## config.mk

```make
export PLATFORM = sky130hd
export DESIGN_NAME = mem_stage_nb
export DESIGN_NICKNAME = d
export VERILOG_FILES = /design/src/rtl/mem_stage_nb_pkg.sv /design/src/rtl/mem_stage_nb_align.sv /design/src/rtl/mem_stage_nb.sv
export SDC_FILE = /design/constraint.sdc
export NUM_CORES = 2
export LEC_CHECK = 0
export BUFFER_PORTS_ARGS = -buffer_cell sky130_fd_sc_hd__buf_2
export CAP_MARGIN = 20
export CORE_MARGIN = 2
export CORE_UTILIZATION = 54
export CTS_CLUSTER_SIZE = 16
export DETAILED_ROUTE_END_ITERATION = 10
export PLACE_DENSITY = 0.88
export SLEW_MARGIN = 20
export SYNTH_ARGS = -nofsm -noshare
export SYNTH_HDL_FRONTEND = slang
export SYNTH_SLANG_ARGS = --single-unit
```

## constraint.sdc

```tcl
create_clock -name clk -period 18.65 [get_ports clk]
set_input_delay 2.7975 -clock clk [delete_from_list [all_inputs] [get_ports clk]]
set_output_delay 2.7975 -clock clk [all_outputs]
set_load 0.05 [all_outputs]
```

## src/rtl/mem_stage_nb_pkg.sv

```systemverilog
// Shared definitions for the non-blocking MEM stage: load-op bit indices,
// default payload width and the per-entry EX->MEM field layout.
package mem_stage_nb_pkg;

  localparam int unsigned PAY_W_DEF = 64;
  localparam int unsigned LD_OP_W   = 7;

  // one-hot ld_op = {lw,lb,lbu,lh,lhu,lwl,lwr}
  localparam int unsigned LD_LW  = 6;
  localparam int unsigned LD_LB  = 5;
  localparam int unsigned LD_LBU = 4;
  localparam int unsigned LD_LH  = 3;
  localparam int unsigned LD_LHU = 2;
  localparam int unsigned LD_LWL = 1;
  localparam int unsigned LD_LWR = 0;

  typedef struct packed {
    logic               load;
    logic [LD_OP_W-1:0] ld_op;
    logic [1:0]         addr_lo;
    logic [31:0]        rt_value;
    logic               gr_we;
    logic [4:0]         dest;
  } es_to_ms_t;

endpackage

```

## src/rtl/mem_stage_nb_align.sv

```systemverilog
// Load data alignment: byte/half extraction with sign or zero extension,
// and the lwl/lwr partial-word merge with the old rt value.
module mem_load_align
  import mem_stage_nb_pkg::*;
(
  input  logic [LD_OP_W-1:0] ld_op,
  input  logic [1:0]         addr_lo,
  input  logic [31:0]        rt_value,
  input  logic [31:0]        rdata,
  output logic [31:0]        result
);

  logic [7:0]  byte_sel;
  logic [15:0] half_sel;

  always_comb begin
    byte_sel = rdata[{addr_lo, 3'b000} +: 8];
    half_sel = addr_lo[1] ? rdata[31:16] : rdata[15:0];
    result   = '0;
    if (ld_op[LD_LW]) begin
      result = rdata;
    end else if (ld_op[LD_LB]) begin
      result = {{24{byte_sel[7]}}, byte_sel};
    end else if (ld_op[LD_LBU]) begin
      result = {24'h0, byte_sel};
    end else if (ld_op[LD_LH]) begin
      result = addr_lo[0] ? '0 : {{16{half_sel[15]}}, half_sel};
    end else if (ld_op[LD_LHU]) begin
      result = addr_lo[0] ? '0 : {16'h0, half_sel};
    end else if (ld_op[LD_LWL]) begin
      case (addr_lo)
        2'd0:    result = {rdata[7:0],  rt_value[23:0]};
        2'd1:    result = {rdata[15:0], rt_value[15:0]};
        2'd2:    result = {rdata[23:0], rt_value[7:0]};
        default: result = rdata;
      endcase
    end else if (ld_op[LD_LWR]) begin
      case (addr_lo)
        2'd0:    result = rdata;
        2'd1:    result = {rt_value[31:24], rdata[31:8]};
        2'd2:    result = {rt_value[31:16], rdata[31:16]};
        default: result = {rt_value[31:8],  rdata[31:24]};
      endcase
    end
  end

endmodule

```

## src/rtl/mem_stage_nb.sv

```systemverilog
// Non-blocking MEM stage: in-order queue of in-flight instructions, in-order
// load response fill, flush with late-response cancel, hazard/forward lookup.
module mem_stage_nb
  import mem_stage_nb_pkg::*;
#(
  parameter int unsigned DEPTH = 4,
  parameter int unsigned PAY_W = PAY_W_DEF,
  parameter int unsigned CNT_W = 3
) (
  input  logic               clk,
  input  logic               reset,
  input  logic               es_to_ms_valid,
  output logic               ms_allowin,
  input  logic [PAY_W-1:0]   es_payload,
  input  logic               es_load,
  input  logic [6:0]         es_ld_op,
  input  logic [1:0]         es_addr_lo,
  input  logic [31:0]        es_rt_value,
  input  logic               es_gr_we,
  input  logic [4:0]         es_dest,
  input  logic [31:0]        es_result,
  input  logic               data_sram_data_ok,
  input  logic [31:0]        data_sram_rdata,
  input  logic               flush,
  output logic               ms_to_ws_valid,
  input  logic               ws_allowin,
  output logic [PAY_W-1:0]   ms_to_ws_payload,
  output logic               ms_to_ws_gr_we,
  output logic [4:0]         ms_to_ws_dest,
  output logic [31:0]        ms_to_ws_result,
  output logic [31:0]        ms_busy_regs,
  input  logic [4:0]         fwd_raddr0,
  input  logic [4:0]         fwd_raddr1,
  output logic               fwd_hit0,
  output logic               fwd_hit1,
  output logic               fwd_ready0,
  output logic               fwd_ready1,
  output logic [31:0]        fwd_data0,
  output logic [31:0]        fwd_data1,
  output logic               ms_empty
);

  localparam int unsigned    PTR_W = $clog2(DEPTH);
  localparam logic [PTR_W:0] FULL  = (PTR_W+1)'(DEPTH);

  es_to_ms_t          meta_q    [DEPTH];
  logic [31:0]        result_q  [DEPTH];
  logic [PAY_W-1:0]   payload_q [DEPTH];
  logic [DEPTH-1:0]   valid_q, done_q;
  logic [PTR_W-1:0]   head, tail, rsp_ptr, sidx, fidx;
  logic [PTR_W:0]     count;
  logic [CNT_W-1:0]   cancel_cnt, cancel_nxt, n_pend;
  logic               pend_any, push, pop, fill, drop;
  logic [31:0]        align_data;

  assign ms_to_ws_valid   = valid_q[head] & done_q[head] & ~flush;
  assign pop              = ms_to_ws_valid & ws_allowin;
  assign ms_allowin       = (count < FULL) | pop;
  assign push             = es_to_ms_valid & ms_allowin & ~flush;
  assign ms_to_ws_payload = payload_q[head];
  assign ms_to_ws_gr_we   = meta_q[head].gr_we;
  assign ms_to_ws_dest    = meta_q[head].dest;
  assign ms_to_ws_result  = result_q[head];
  assign ms_empty         = (count == '0) && (cancel_cnt == '0);

  // Responses return in issue order, so the first pending load from head is the one being answered.
  always_comb begin
    sidx     = '0;
    rsp_ptr  = '0;
    pend_any = 1'b0;
    n_pend   = '0;
    for (int unsigned i = 0; i < DEPTH; i++) begin
      sidx = head + PTR_W'(i);
      if (valid_q[sidx] && meta_q[sidx].load && !done_q[sidx]) begin
        if (!pend_any) rsp_ptr = sidx;
        pend_any = 1'b1;
        n_pend   = n_pend + CNT_W'(1);
      end
    end
  end

  assign drop = data_sram_data_ok & (cancel_cnt != '0);
  assign fill = data_sram_data_ok & (cancel_cnt == '0) & pend_any;

  always_comb begin
    cancel_nxt = cancel_cnt;
    if (drop) cancel_nxt = cancel_nxt - CNT_W'(1);
    if (flush) begin
      cancel_nxt = cancel_nxt + n_pend;
      if (fill) cancel_nxt = cancel_nxt - CNT_W'(1);
    end
  end

  mem_load_align u_align (
    .ld_op    (meta_q[rsp_ptr].ld_op),
    .addr_lo  (meta_q[rsp_ptr].addr_lo),
    .rt_value (meta_q[rsp_ptr].rt_value),
    .rdata    (data_sram_rdata),
    .result   (align_data)
  );

  // Scan oldest to youngest so the youngest match overwrites earlier ones.
  always_comb begin
    fidx         = '0;
    ms_busy_regs = '0;
    fwd_hit0     = 1'b0;
    fwd_ready0   = 1'b0;
    fwd_data0    = '0;
    fwd_hit1     = 1'b0;
    fwd_ready1   = 1'b0;
    fwd_data1    = '0;
    for (int unsigned i = 0; i < DEPTH; i++) begin
      fidx = head + PTR_W'(i);
      if (valid_q[fidx] && meta_q[fidx].gr_we) begin
        if (!done_q[fidx]) ms_busy_regs[meta_q[fidx].dest] = 1'b1;
        if (fwd_raddr0 != 5'd0 && meta_q[fidx].dest == fwd_raddr0) begin
          fwd_hit0   = 1'b1;
          fwd_ready0 = done_q[fidx];
          fwd_data0  = result_q[fidx];
        end
        if (fwd_raddr1 != 5'd0 && meta_q[fidx].dest == fwd_raddr1) begin
          fwd_hit1   = 1'b1;
          fwd_ready1 = done_q[fidx];
          fwd_data1  = result_q[fidx];
        end
      end
    end
    ms_busy_regs[0] = 1'b0;
  end

  always_ff @(posedge clk or posedge reset) begin
    if (reset) begin
      head       <= '0;
      tail       <= '0;
      count      <= '0;
      cancel_cnt <= '0;
      valid_q    <= '0;
      done_q     <= '0;
      for (int unsigned i = 0; i < DEPTH; i++) begin
        meta_q[i]    <= '0;
        result_q[i]  <= '0;
        payload_q[i] <= '0;
      end
    end else begin
      cancel_cnt <= cancel_nxt;
      if (flush) begin
        valid_q <= '0;
        tail    <= head;
        count   <= '0;
      end else begin
        if (pop) begin
          valid_q[head] <= 1'b0;
          head          <= head + PTR_W'(1);
        end
        if (push) begin
          valid_q[tail]   <= 1'b1;
          done_q[tail]    <= ~es_load;
          meta_q[tail]    <= '{load: es_load, ld_op: es_ld_op, addr_lo: es_addr_lo,
                               rt_value: es_rt_value, gr_we: es_gr_we, dest: es_dest};
          result_q[tail]  <= es_result;
          payload_q[tail] <= es_payload;
          tail            <= tail + PTR_W'(1);
        end
        if (fill) begin
          done_q[rsp_ptr]   <= 1'b1;
          result_q[rsp_ptr] <= align_data;
        end
        case ({push, pop})
          2'b10:   count <= count + (PTR_W+1)'(1);
          2'b01:   count <= count - (PTR_W+1)'(1);
          default: count <= count;
        endcase
      end
    end
  end

endmodule

```

==> metrics.md <==
| Metric | Value |
|---|---|
| Max-slew headroom | 23.3% |
| Placed insts | 4110 |
| GPL Wtd Cong | 1.01 |
| Post-CTS sizing | 0 |
| Register area share after synthesis | 41.4% |
| Tot GR Track Use | 30.3% |
| Top post-synthesis cells by count | 594 x dfrtp_1, 471 x mux2_2, 227 x mux4_2 |
| Drt drc | 0 |
| Outcome | finished clean |
| Final Hold Viols | 0 |
| Mapped Area | 35900 um2 |
| IO buf count | 395 |
| Main synth FF type | dfrtp_1 |
| TritonRoute pass-1 iters | 7 |
| Number of synthesized register bits | 594 |
| Maximum number of pins on one net before global-route repair | 161 |
| P&R area growth vs syn | 13.2% |
| Sw Share | 46.7% |
| Setup Fix Bufs, Post-CTS | 0 |
| H-tree depth | 2 |
| Share of cells above drive strength 1 | 39.0% |
| Fin Hold WS | 498 ps |
| Final wirelength | 106000 um |
| Reg2reg end | result_q[42] |
| Min-delay src | meta_q[172] |
| Top-area cell type share of the netlist area | 41.4% |
| Longest Clk Path Bufs | 3 |
| Post-synthesis instance total | 3060 |
| 1st-iter DRT viols | 3669 |
| First-pass GRT wire length | 163000 um |
| Fin Setup TNS | 0 ps |
| Clk root buf | clkbuf_16 |
| PD cells | 225 nW/um2 |
| # setup viols final | 0 |
| Post-Syn Nets | 3270 |
| Clk_skew | 41.4 ps |
| Die X-Extent | 262 um |
| Maximum VDD drop | 0.166 mV |
| DP HPWL | 70200 um |
| Initial Util | 54.5% |
| Pre-CTS setup slack | 10340 ps |
| Finished Layout Cells | 4244 |
| DRT antenna net count | 0 |
| Setup crit end | fwd_data0[8] |
| Period minus WS final | 8370 ps |
| Compound-gate portion of the synthesized area | 13.4% |
| Slew Limit Fails | 0 |
| R2r setup slk | 10470 ps |
| Crit-path max FO | 35 |
| Synth Area in Adders | 0.670% |
| Logic gate share of total power | 58.4% |
| Clock sinks | 594 |
| Final WS setup | 10280 ps |
| Initial antenna violation count | 38 |
| Hold buffers post-CTS | 0 |
| Number of global-route vias before repair | 28700 |
| Core Util, Final | 61.8% |
| TritonCTS clock tree | yes |
| Critical Path Start | fwd_raddr0[1] |
| DR vias/cell | 6.84 |
| Clock power frac | 14.7% |
| RSZ-0062 raised after global routing | false |
| Main combinational cell family by area after synthesis | multiplexers |
| R2R Path Start | head[0] |
| Row count | 94 |
| Final nets | 3518 |
| Proportion of synthesized area in mux cells | 32.1% |
| WS Path Type | in2out |
| Tightest Hold Check Type | reg2reg |
| Total number of vias | 29000 |
| Grt total ovfl | 0 |
| Dominant cells by area after synthesis | dfrtp_1 41%, mux2_2 15%, mux4_2 14%, mux2i_1 2.9%, o22ai_1 2.2% |
| Crit path cell chain | buf_2 > or4_1 > nor2_1 > nor4_2 > buf_4 > nor2_2 > buf_4 > a22oi_1 > nor2_1 > a21oi_1 > o21ai_0 > buf_2 |
| Die area | 68500 um2 |
| Slowest cell on crit path | or4_1 |
| CP Data Arrival Time | 5570 ps |
| EDFF count, synth | 0 |
| CTS buffer count | 60 |
| Max Clk Rate | 0.119 GHz |
| Simple logic cell fraction of the synthesized area | 7.67% |
| CP startpoint kind | input port |
| DIE HEIGHT | 262 um |
| Core area | 65700 um2 |
| Worst-Skew Late Latency | 660 ps |
| Post-synth ARST share | 100% |
| Crit share post-route | 44.9% |
| Flop pwr share | 26.9% |
| FF-to-FF path depth | 15 |
| Area leader, netlist | dfrtp_1 |
| Routed WL per cell | 24.9 um |
| Mapped Avg Cell Area | 11.7 um2 |
| Clk slew on worst S/H paths | 60 ps |
| Cell internal pwr | 0.00488 W |
| Synth warn | 0 |
| Yosys cell types | 71 |
| Max Cap Viol | 0 |
| Tightest Pin Transition | 1150 ps |
| Critical path required time | 15850 ps |
| Count leader, synth | dfrtp_1 |
| XOR/XNOR share of the synthesized area | 1.22% |
| CP Capture Type | output port |
| CP peak stage delay | 520 ps |
| # IOs | 397 |
| Net Sw Power | 0.00427 W |
| P_leak | 17.1 nW |
## area by class of cell
class | count | area (um2)
multi-input combinational | 2178 | 19900
antenna | 20 | 50.0
clock buffer | 80 | 1690
sequential | 594 | 14900
fill | 4892 | 25100
clock inverter | 34 | 564
timing repair buffer | 443 | 2370
inverter | 31 | 120
tap | 864 | 1080
## per-layer routing
metal	GRT usage, %	vias to the layer above	share of wire (%)
met5	0	-	0.21
met3	9.48	464	12
met2	47.1	1876	46
met4	14.1	32	5.0
li1	-	12300	-
met1	38.8	14400	37
## cells by family (layout without fill, tap and decap cells)
group | count (synthesis) | in the layout
buffers and inverters | 288 | 588
and+or+nand+nor | 593 | 593
DFF | 594 | 594
adders and majority gates | 18 | 18
muxes | 806 | 806
xor gates and xnor gates | 50 | 50
other | 1 | 21
AOI/OAI and AO/OA | 710 | 710
## registers in the layout, indices dropped and copies added (netlist names)
signal / flops
result_q: 128
head: 2
meta_q: 192
valid_q: 4
done_q: 4
cancel_cnt: 3
payload_q: 256
tail: 2
count: 3
## power groups by stage
| stage | registers [W] | clock network [W] | logic (W) |
|---|---|---|---|
| detailed placement | 0.00244 | 0 | 0.00520 |
| global route | 0.00253 | 0.00142 | 0.00562 |
| finish | 0.00246 | 0.00135 | 0.00534 |
| CTS | 0.00243 | 0.00136 | 0.00524 |
| floorplan | 0.00224 | 0 | 0.00418 |
| global placement | 0.00237 | 0 | 0.00509 |
## cell usage in the layout (no fill, tap or decap), types with 8 or more instances in the layout
cell type and instances:
a211oi_1 97, a21oi_1 131, a221o_1 44, a22oi_1 74, a31oi_1 35, and3_1 8
buf_2 395, buf_4 45, bufinv_16 12, clkbuf_1 9, clkbuf_16 60, clkbuf_8 11
clkinv_2 12, dfrtp_1 592, diode_2 20, ha_1 15, inv_1 29, mux2_2 471
mux2i_1 104, mux4_2 227, nand2_1 193, nand2b_1 16, nand3_1 21, nand3b_1 12
nand4_1 9, nor2_1 199, nor2b_1 57, nor3_1 19, o21ai_0 115, o221ai_1 14
o22ai_1 124, xnor2_1 40, xor2_1 10
## worst min path at each step
stage | endpoint | slack (ps) | cells after the start
global placement | meta_q[153] | 480 | 1
CTS | meta_q[180] | 500 | 1
global route | meta_q[151] | 510 | 1
floorplan | meta_q[154] | 470 | 1
detailed placement | meta_q[172] | 490 | 1
finish | meta_q[172] | 500 | 1
## worst max-delay path: cells and delay by family
family	cells	cell delay [ps]
AND/OR/NAND/NOR	5	1220
buffers and inverters	4	1090
AO/OA/AOI/OAI	3	440
## through the flow
stage,total power (W),area [um2]
floorplan,0.00642,35900
global placement,0.00745,38300
detailed placement,0.00765,38300
CTS,0.00904,40500
global route,0.00956,40600
finish,0.00915,40600
Power figures use the tool's default switching activity.
